**config.mk**
```make
export PLATFORM = sky130hd
export DESIGN_NAME = adc_scan_sched
export DESIGN_NICKNAME = d
export VERILOG_FILES = /design/src/rtl/adc_sched_pkg.sv /design/src/rtl/adc_period_timer.sv /design/src/rtl/adc_scan_sched.sv
export SDC_FILE = /design/constraint.sdc
export NUM_CORES = 1
export LEC_CHECK = 0
export CORE_ASPECT_RATIO = 2
export CORE_MARGIN = 5
export CORE_UTILIZATION = 58
export DETAILED_ROUTE_END_ITERATION = 10
export PLACE_DENSITY_LB_ADDON = 0.15
export SETUP_SLACK_MARGIN = 0.1
export SLEW_MARGIN = 40
export SYNTH_ARGS = -nofsm -noshare
export SYNTH_HDL_FRONTEND = slang
export SYNTH_HIERARCHICAL = 1
export SYNTH_SLANG_ARGS = --single-unit
```
**constraint.sdc**
```tcl
create_clock -name clk -period 4.2 [get_ports clk]
set_input_delay 0.84 -clock clk [delete_from_list [all_inputs] [get_ports clk]]
set_output_delay 0.84 -clock clk [all_outputs]
set_load 0.05 [all_outputs]
```
**src/rtl/adc_sched_pkg.sv**
```systemverilog
// -----------------------------------------------------------------------------
// Package: adc_sched_pkg
// Shared types and constants for the ADC scan scheduler.
//   NUM_CHAN / CHAN_W : ADC channel count and channel index width
//   AVG_N             : conversions per target when averaging is built in
//   state_t           : scheduler FSM state encoding
//   lowest_set()      : index of the lowest set bit of a channel mask
// -----------------------------------------------------------------------------
package adc_sched_pkg;

  localparam int NUM_CHAN = 8;
  localparam int CHAN_W   = 3;
  localparam int AVG_N    = 4;

  // Fixed encodings so the state value matches older debug tooling.
  typedef enum logic [1:0] {
    ST_IDLE    = 2'd0,
    ST_START   = 2'd1,
    ST_CONV    = 2'd2,
    ST_PUBLISH = 2'd3
  } state_t;

  // Priority encoder. Walking from the top down leaves the lowest set bit
  // as the final assignment. Returns 0 for an empty mask, so callers must
  // check for an empty mask themselves.
  function automatic logic [CHAN_W-1:0] lowest_set(input logic [NUM_CHAN-1:0] mask);
    lowest_set = '0;
    for (int i = NUM_CHAN - 1; i >= 0; i--) begin
      if (mask[i]) lowest_set = CHAN_W'(i);
    end
  endfunction

endpackage

```
**src/rtl/adc_period_timer.sv**
```systemverilog
// -----------------------------------------------------------------------------
// Module: adc_period_timer
// Free-running down-counter that marks the start of each sample period.
//   clk    in  system clock
//   reset  in  asynchronous active-high reset (counter loads PERIOD-1)
//   enable in  1 = count, 0 = hold current value
//   tick   out one-cycle pulse while enabled and the counter is at 0
// Parameter PERIOD (>=2): clocks between ticks.
// -----------------------------------------------------------------------------
module adc_period_timer #(
  parameter int PERIOD = 50000
) (
  input  logic clk,
  input  logic reset,
  input  logic enable,
  output logic tick
);

  localparam int              CNT_W  = (PERIOD > 1) ? $clog2(PERIOD) : 1;
  localparam logic [CNT_W-1:0] RELOAD = CNT_W'(PERIOD - 1);

  logic [CNT_W-1:0] count;

  // NOTE: sequential state is assigned with <= so that every flop samples
  // the pre-edge values, independent of statement order.
  always_ff @(posedge clk or posedge reset) begin
    if (reset) begin
      count <= RELOAD;
    end else if (enable) begin
      count <= (count == '0) ? RELOAD : count - 1'b1;
    end
  end

  // The tick is decoded combinationally so the scheduler sees it in the
  // same cycle the counter reaches zero.
  assign tick = enable && (count == '0);

endmodule

```
**src/rtl/adc_scan_sched.sv**
```systemverilog
// -----------------------------------------------------------------------------
// Module: adc_scan_sched
// Sequences the shared ADC once per sample period: one manually selected
// channel, or every channel enabled in a scan mask. Each result is published
// as a one-cycle tagged pulse.
//   clk, reset            clock; asynchronous active-high reset
//   enable                1 = periodic rounds run
//   scan_mode             0 = manual (chan_sel), 1 = scan (scan_mask)
//   chan_sel, scan_mask   channel selection, snapshotted at round start
//   adc_start, adc_chan   conversion request to the ADC
//   adc_done, adc_data    conversion completion from the ADC
//   res_valid             one-cycle result pulse
//   res_chan, res_data    published channel/result, held until next publish
//   busy                  1 while a round is in progress
//   timeout_err           sticky, set when the ADC fails to answer in time
// Build option: define ADC_SCHED_AVG_EN to convert each target AVG_N times
// back-to-back and publish the truncated mean.
// -----------------------------------------------------------------------------
module adc_scan_sched
  import adc_sched_pkg::*;
#(
  parameter int DATA_W  = 12,
  parameter int PERIOD  = 50000,
  parameter int TIMEOUT = 1023
) (
  input  logic                clk,
  input  logic                reset,
  input  logic                enable,
  input  logic                scan_mode,
  input  logic [CHAN_W-1:0]   chan_sel,
  input  logic [NUM_CHAN-1:0] scan_mask,
  output logic                adc_start,
  output logic [CHAN_W-1:0]   adc_chan,
  input  logic                adc_done,
  input  logic [DATA_W-1:0]   adc_data,
  output logic                res_valid,
  output logic [CHAN_W-1:0]   res_chan,
  output logic [DATA_W-1:0]   res_data,
  output logic                busy,
  output logic                timeout_err
);

  localparam int              TO_W    = $clog2(TIMEOUT + 1);
  localparam logic [TO_W-1:0] TO_LAST = TO_W'(TIMEOUT - 1);

  state_t              state;
  logic                tick;
  logic                scan_r;     // mode snapshot for the current round
  logic [NUM_CHAN-1:0] pending;    // scan channels not yet published
  logic [NUM_CHAN-1:0] pend_rest;  // pending without the current target
  logic [CHAN_W-1:0]   target;
  logic [TO_W-1:0]     to_cnt;

  adc_period_timer #(.PERIOD(PERIOD)) u_timer (
    .clk    (clk),
    .reset  (reset),
    .enable (enable),
    .tick   (tick)
  );

  assign pend_rest = pending & ~(NUM_CHAN'(1) << target);

`ifdef ADC_SCHED_AVG_EN
  localparam int REP_W = $clog2(AVG_N);

  logic [REP_W-1:0]  rep;
  logic [DATA_W+1:0] acc;
  logic [DATA_W+1:0] acc_sum;

  assign acc_sum = acc + (DATA_W+2)'(adc_data);
`endif

  always_ff @(posedge clk or posedge reset) begin
    if (reset) begin
      state       <= ST_IDLE;
      scan_r      <= 1'b0;
      pending     <= '0;
      target      <= '0;
      to_cnt      <= '0;
      res_chan    <= '0;
      res_data    <= '0;
      timeout_err <= 1'b0;
`ifdef ADC_SCHED_AVG_EN
      rep         <= '0;
      acc         <= '0;
`endif
    end else begin
      case (state)
        ST_IDLE: begin
          // tick already implies enable; ticks while busy are simply lost.
          if (tick) begin
`ifdef ADC_SCHED_AVG_EN
            rep <= '0;
            acc <= '0;
`endif
            if (!scan_mode) begin
              scan_r  <= 1'b0;
              pending <= '0;
              target  <= chan_sel;
              state   <= ST_START;
            end else if (scan_mask != '0) begin
              scan_r  <= 1'b1;
              pending <= scan_mask;
              target  <= lowest_set(scan_mask);
              state   <= ST_START;
            end
          end
        end

        ST_START: begin
          to_cnt <= '0;
          state  <= ST_CONV;
        end

        ST_CONV: begin
          if (adc_done) begin
`ifdef ADC_SCHED_AVG_EN
            if (rep == REP_W'(AVG_N - 1)) begin
              res_data <= acc_sum[DATA_W+1:2];
              res_chan <= target;
              state    <= ST_PUBLISH;
            end else begin
              acc   <= acc_sum;
              rep   <= rep + 1'b1;
              state <= ST_START;
            end
`else
            res_data <= adc_data;
            res_chan <= target;
            state    <= ST_PUBLISH;
`endif
          end else if (to_cnt == TO_LAST) begin
            // The ADC never answered: drop the whole round.
            timeout_err <= 1'b1;
            state       <= ST_IDLE;
          end else begin
            to_cnt <= to_cnt + 1'b1;
          end
        end

        ST_PUBLISH: begin
`ifdef ADC_SCHED_AVG_EN
          rep <= '0;
          acc <= '0;
`endif
          if (scan_r && (pend_rest != '0)) begin
            pending <= pend_rest;
            target  <= lowest_set(pend_rest);
            state   <= ST_START;
          end else begin
            state <= ST_IDLE;
          end
        end

        default: state <= ST_IDLE;
      endcase
    end
  end

  assign adc_start = (state == ST_START);
  assign adc_chan  = target;
  assign res_valid = (state == ST_PUBLISH);
  assign busy      = (state != ST_IDLE);

endmodule

```
==> results of run 1 <==
-- routing by layer --
layer	routed length (µm)	vias to the layer above	global-route usage, %
met1	2840	1269	23.6
met3	346	26	4.66
li1	-	1264	-
met2	4460	76	43.9
met4	399	0	13.3
met5	0	-	0
-- through the flow --
| step | utilization [%] | cell area, µm² | setup slack (ps) | total power [mW] |
|---|---|---|---|---|
| detailed placement | 69.6 | 3770 | 360 | 2.51 |
| floorplan | - | 3240 | 1230 | 2.04 |
| global placement | 69.6 | 3770 | 427 | 2.47 |
| CTS | 71.3 | 3860 | 706 | 2.82 |
| finish | 71.3 | 3860 | 684 | 2.81 |
| global route | 71.3 | 3860 | 514 | 2.99 |
-- cell families after synthesis --
group / Yosys count
adder cells (fa/ha/maj): 8
flip-flops: 56
AND/OR/NAND/NOR: 138
multiplexers: 18
XOR/XNOR: 14
AO/OA/AOI/OAI: 60
buffers and inverters: 26
-- cell usage in the layout, fill, tap and decap left out, types with 9 or more instances in the layout --
master,synthesis,layout
a21oi_1,13,13
inv_1,13,13
nand2_1,37,37
dfstp_2,9,9
a32o_1,9,9
nand3_1,15,15
nor2_1,27,27
dfrtp_1,47,47
xor2_1,11,11
mux2_2,15,15
clkdlybuf4s50_1,0,49
-- worst paths after layout --
path | startpoint | endpoint | slack, ps | cells past startpoint
worst min register to register | timeout_err | timeout_err | 490 | 1
worst max-delay path | enable | pending[5] | 680 | 9
min in group asynchronous | reset | u_timer/count[13] | 920 | 2
max in group asynchronous | reset | res_chan[2] | 2870 | 3
worst max register to register | u_timer/count[11] | pending[5] | 1250 | 8
worst min-delay path | timeout_err | timeout_err | 490 | 1
-- area by class of cell --
type / instances / area (µm²) / share of cell area [%]
flip-flops and latches: 56 / 1410 / 36.5
clock buffers: 5 / 68.8 / 1.78
inverters: 14 / 65.1 / 1.68
multi-input cells: 238 / 1710 / 44.2
well taps: 60 / 75.1 / 1.94
clock inverters: 3 / 23.8 / 0.615
repair buffers: 52 / 513 / 13.3
-- flip-flops by register name (all words and copies together) (netlist names) --
register / count
adc_chan: 3
pending: 8
res_chan: 3
res_data: 12
scan_r: 1
state: 2
timeout_err: 1
to_cnt: 10
u_timer/count: 16
-- power by group through the flow --
stage	logic [mW]	clock network, mW	registers [mW]
2_1_floorplan	0.791	0	1.25
3_3_place_gp	1.43	0	1.04
3_5_place_dp	1.45	0	1.06
4_1_cts	1.46	0.322	1.05
5_1_grt	1.57	0.341	1.08
6_report	1.45	0.310	1.05
==> flow_summary_export.csv, run 1 <==
group,metric,value,unit
layout,drive_gt1_share,14.4,%
floorplanning,ios,50,
yosys,synth_top_area_cell,"dfrtp_1",
power,combPwrFrac,51.7,%
power,irDropWorstVdd,686,µV
worst_setup_path,critPathSlowestCell,"or3b_1",
layout,antennaDiodeCount,0,
worst_setup_path,cp-end-kind,"flop",
timing,fmaxAchievable,284,MHz
timing,fin_setup_tns,0,ps
timing,min_period_over_period,83.7,%
power,switchingPower,1.34,mW
timing,skew,6.30,ps
grt,grt_first_pass_wirelength,13500,µm
clocking,post-cts-setup-buffer-count,0,
placement,hpwl,6090,µm
worst_hold_path,hold_class,"reg -> reg",
worst_setup_path,crit_buf_inv,2,
placement,port_buffers,49,
floorplanning,placementRows,38,
timing,final_hold_viol_count,0,
clocking,path_clk_slew,100,ps
yosys,synth_fp_nets,356,
yosys,syn_area,3240,µm²
route,dr.pass1.iters,4,
power,internal_power,1.47,mW
yosys,synth_xor_area_share,3.78,%
clocking,clk_latency,330,ps
timing,fin_crit,3520,ps
run,max-cap-violations,0,
layout,final_nets,403,
clocking,cts_tree,"yes",
yosys,synth_top_family_by_area,"simple AND/OR/NAND/NOR gates",
yosys,yosys-top-cells-area,"dfrtp_1 36%, dfstp_2 7.3%, mux2_2 5.2%, nand2_1 4.3%, nor2_1 3.1%",
route,remaining_drc_errors,0,
route,drtIter0Drc,124,
worst_setup_path,critical_path_class,"in -> reg",
floorplanning,die_height,116,µm
clocking,root_buffer,"clkbuf_8",
route,avgRoutedWirePerCell,18.8,µm
timing,tightest_slew,691,ps
route,vias,2635,
yosys,yosysMostFrequentCell,"dfrtp_1",
yosys,synth_edf_count,0,
clocking,cts_buffers,5,
clocking,cts.path.max_buffers,2,
timing,setup_viol,0,
clocking,cts_resized,0,
yosys,synth_seq_cells,56,
placement,gp_congestion,0.898,
yosys,yosysUniqueCellTypes,67,
timing,final_max_slew_viol_count,0,
route,wirelength,8050,µm
yosys,synth_fa_ha_area_share,3.09,%
yosys,synthArstFlopShare,100,%
grt,antenna_found_initial,0,
worst_setup_path,path_max_fanout,11,
power,powerDensity,728,nW/µm²
placement,place_inst,420,
yosys,syn_area_per_cell,10.1,µm²
power,p_seq_share,37.3,%
grt,grt_pass1_vias,2776,
clocking,htree_levels,2,
layout,fillers,416,
route,vias_per_cell,6.16,
clocking,cts_sinks,56,
yosys,netlist.area_leader.share,36.3,%
floorplanning,start_util,59.8,%
yosys,synth_top_flop_cell,"dfrtp_1",
timing,whs,488,ps
worst_setup_path,startpoint_type,"input port",
worst_setup_path,crit_required,4460,ps
grt,overflow,0,
yosys,synth_compound_area_share,14.9,%
yosys,synth-simple-area-share,24.2,%
yosys,yosysWarnings,6,
floorplanning,fp.dieW,62.9,µm
layout,fin_cells,428,
route,ant_nets,0,
floorplanning,coreArea,5420,µm²
worst_setup_path,cpPeakStageDelay,610,ps
floorplanning,die_area,7270,µm²
yosys,synth_common_cells,"47 x dfrtp_1, 37 x nand2_1, 27 x nor2_1",
grt,grt_max_degree,41,
power,leakage,1.60,nW
yosys,synth_mux_area_share,6.60,%
timing,rsz0062_at_grt,"no",
worst_setup_path,path_cells,"clkdlybuf4s50_1 -> nor4b_4 -> nand4_2 -> or3b_1 -> clkinv_8 -> nor2b_1 -> a41o_1 -> and3b_1 -> a32o_1",
power,pwr-share-clk,11.0,%
worst_setup_path,crit_family,"simple AND/OR/NAND/NOR gates",
yosys,synthCells,320,
power,switching_share,47.6,%
grt,grtUsageTotal,23.4,%
yosys,ys_seq_area_share,43.6,%
clocking,hold_buffers,0,
layout,synthToLayoutAreaGrowth,19.3,%
run_status,status,"finished clean",
timing,slew_headroom,53.8,%
worst_setup_path,cp.arrival,3780,ps
No activity file was read; power rests on OpenSTA's default activity.
==> run 2, diff against run 1 <==
--- a/config.mk
+++ b/config.mk
@@ -7,7 +7,7 @@
 export LEC_CHECK = 0
 export CORE_ASPECT_RATIO = 2
 export CORE_MARGIN = 5
-export CORE_UTILIZATION = 58
+export CORE_UTILIZATION = 54
 export DETAILED_ROUTE_END_ITERATION = 10
 export PLACE_DENSITY_LB_ADDON = 0.15
 export SETUP_SLACK_MARGIN = 0.1
==> constraint.sdc (replaced) <==
create_clock -name clk -period 3.47 [get_ports clk]
set_input_delay 0.694 -clock clk [delete_from_list [all_inputs] [get_ports clk]]
set_output_delay 0.694 -clock clk [all_outputs]
set_load 0.05 [all_outputs]
==> run 2 against run 1 <==
  * Flip-flop and latch count stayed put
  * Power increased by 26%
  * Sequential power up 19%
  * Routed wire length fell by 12%
  * Worst setup slack got worse by 230 ps
  * Die area up 6.5%
  * Combinational power rose by 20%
  * Via count about the same
  * Critical path depth unchanged
  * Clock skew decreased by 1.2 ps
  * Global-route usage is 4.0 points lower
  * Hold slack worse by 18 ps
  * Critical endpoint is now adc_chan[0]
  * Largest power group unchanged
==> flow_summary_export.csv, run 2 (synthesis results as in run 1) <==
group,metric,value,unit
run_status,status,"finished clean",
worst_setup_path,crit_buf_inv,2,
route,dr.pass1.iters,6,
placement,place_inst,426,
clocking,htree_levels,2,
route,vias_per_cell,6.08,
worst_setup_path,cpPeakStageDelay,520,ps
clocking,path_clk_slew,70,ps
grt,grtUsageTotal,19.4,%
clocking,cts_sinks,56,
layout,fillers,458,
layout,final_common_cell,"clkdlybuf4s50_1",
clocking,cts_tree,"yes",
layout,fin_cells,434,
grt,overflow,0,
layout,finalInstanceArea,3960,µm²
clocking,post-cts-setup-buffer-count,0,
route,avgRoutedWirePerCell,16.3,µm
power,powerDensity,894,nW/µm²
timing,tightest_slew,694,ps
run,max-cap-violations,0,
floorplanning,ios,50,
grt,antenna_found_initial,0,
power,power.total,3.54,mW
worst_setup_path,startpoint_type,"input port",
clocking,cts_buffers,5,
floorplanning,start_util,54.9,%
timing,min_period_over_period,86.8,%
grt,grt_pass1_vias,2493,
layout,final_cell_mix,"49 x clkdlybuf4s50_1, 47 x dfrtp_1, 37 x nand2_1",
floorplanning,die_height,120,µm
worst_setup_path,crit_required,3640,ps
worst_setup_path,crit_family,"simple AND/OR/NAND/NOR gates",
worst_setup_path,critPathSlowestCell,"or3b_1",
power,leakage,1.65,nW
clocking,cts.path.max_buffers,2,
timing,fin_crit,3010,ps
worst_setup_path,critical_path_class,"in -> reg",
timing,rsz0062_at_grt,"no",
placement,gp_congestion,0.873,
floorplanning,die_area,7740,µm²
worst_hold_path,hold_class,"reg -> reg",
floorplanning,fp.dieW,64.8,µm
timing,fmaxAchievable,332,MHz
clocking,cts_resized,0,
worst_setup_path,path_max_fanout,11,
worst_setup_path,cp.arrival,3190,ps
placement,dpl_cell_area,3800,µm²
layout,largest_reg_flops,16,
clocking,clk_latency,290,ps
clocking,hold_buffers,0,
layout,drive_gt1_share,14.8,%
placement,hpwl,5100,µm
layout,synthToLayoutAreaGrowth,22.3,%
route,wirelength,7080,µm
timing,skew,5.11,ps
power,irDropWorstVdd,511,µV
floorplanning,coreArea,5910,µm²
route,remaining_drc_errors,0,
route,vias,2637,
timing,fin_setup_tns,0,ps
worst_setup_path,path_cells,"clkdlybuf4s50_1 -> nor4b_4 -> nand4_2 -> or3b_1 -> clkinv_8 -> nor2b_1 -> a41o_1 -> o21ba_4 -> mux2_4",
layout,top_regs,"u_timer/count x16, res_data x12, to_cnt x10",
floorplanning,placementRows,40,
timing,setup_viol,0,
worst_setup_path,cp-end-kind,"flop",
route,drtIter0Drc,151,
clocking,root_buffer,"clkbuf_16",
timing,final_hold_viol_count,0,
layout,regMostFlops,"u_timer/count",
layout,antennaDiodeCount,0,
timing,final_max_slew_viol_count,0,
grt,grt_first_pass_wirelength,12100,µm
grt,grt_max_degree,40,
layout,final_nets,406,
placement,port_buffers,49,
route,ant_nets,0,
timing,slew_headroom,53.1,%
run 2: changes by cell type in the layout (fill, tap and decap cells not counted), sizes merged:
cell / before / now
clkinvlp: 2 / 0
buf: 3 / 6
clkbuf: 5 / 6
bufinv: 0 / 1
run 2: per-layer routing:
layer | global-route usage [%] | vias to the layer above | wire length (µm) | share of wire, %
li1 | - | 1274 | - | -
met1 | 28.3 | 1260 | 3210 | 45
met2 | 29.0 | 94 | 3280 | 46
met3 | 3.46 | 9 | 467 | 6.6
met4 | 6.36 | 0 | 116 | 1.6
met5 | 0 | - | 0 | 0
run 2: report_power, final:
part	switching [mW]	internal, mW
logic	1.04	0.704
registers	0.307	0.943
clock network	0.213	0.339
run 2: layout make-up:
cell class	count	area, µm²	area share [%]
sequential	56	1410	35.6
inverter	14	65.1	1.64
clock buffer	6	129	3.25
clock inverter	2	35.0	0.884
multi-input combinational	238	1710	43.1
timing repair buffer	55	536	13.5
tap	63	78.8	1.99
run 2: per-stage QoR:
stage	util, %	hold slack, ps	setup slack, ps
after detailed placement	64.3	457	160
after global placement	64.3	458	220
after CTS	67.1	477	465
final	67.1	471	458
after floorplan	-	469	643
after global routing	67.1	512	334
run 2: final timing paths:
kind | start | to | slack [ps] | depth (start not counted)
worst max-delay path | enable | adc_chan[0] | 460 | 9
worst min-delay path | timeout_err | timeout_err | 470 | 1
worst max register to register | u_timer/count[11] | adc_chan[0] | 690 | 8
worst min register to register | timeout_err | timeout_err | 470 | 1
max in group asynchronous | reset | pending[6] | 2220 | 3
min in group asynchronous | reset | res_data[1] | 600 | 2
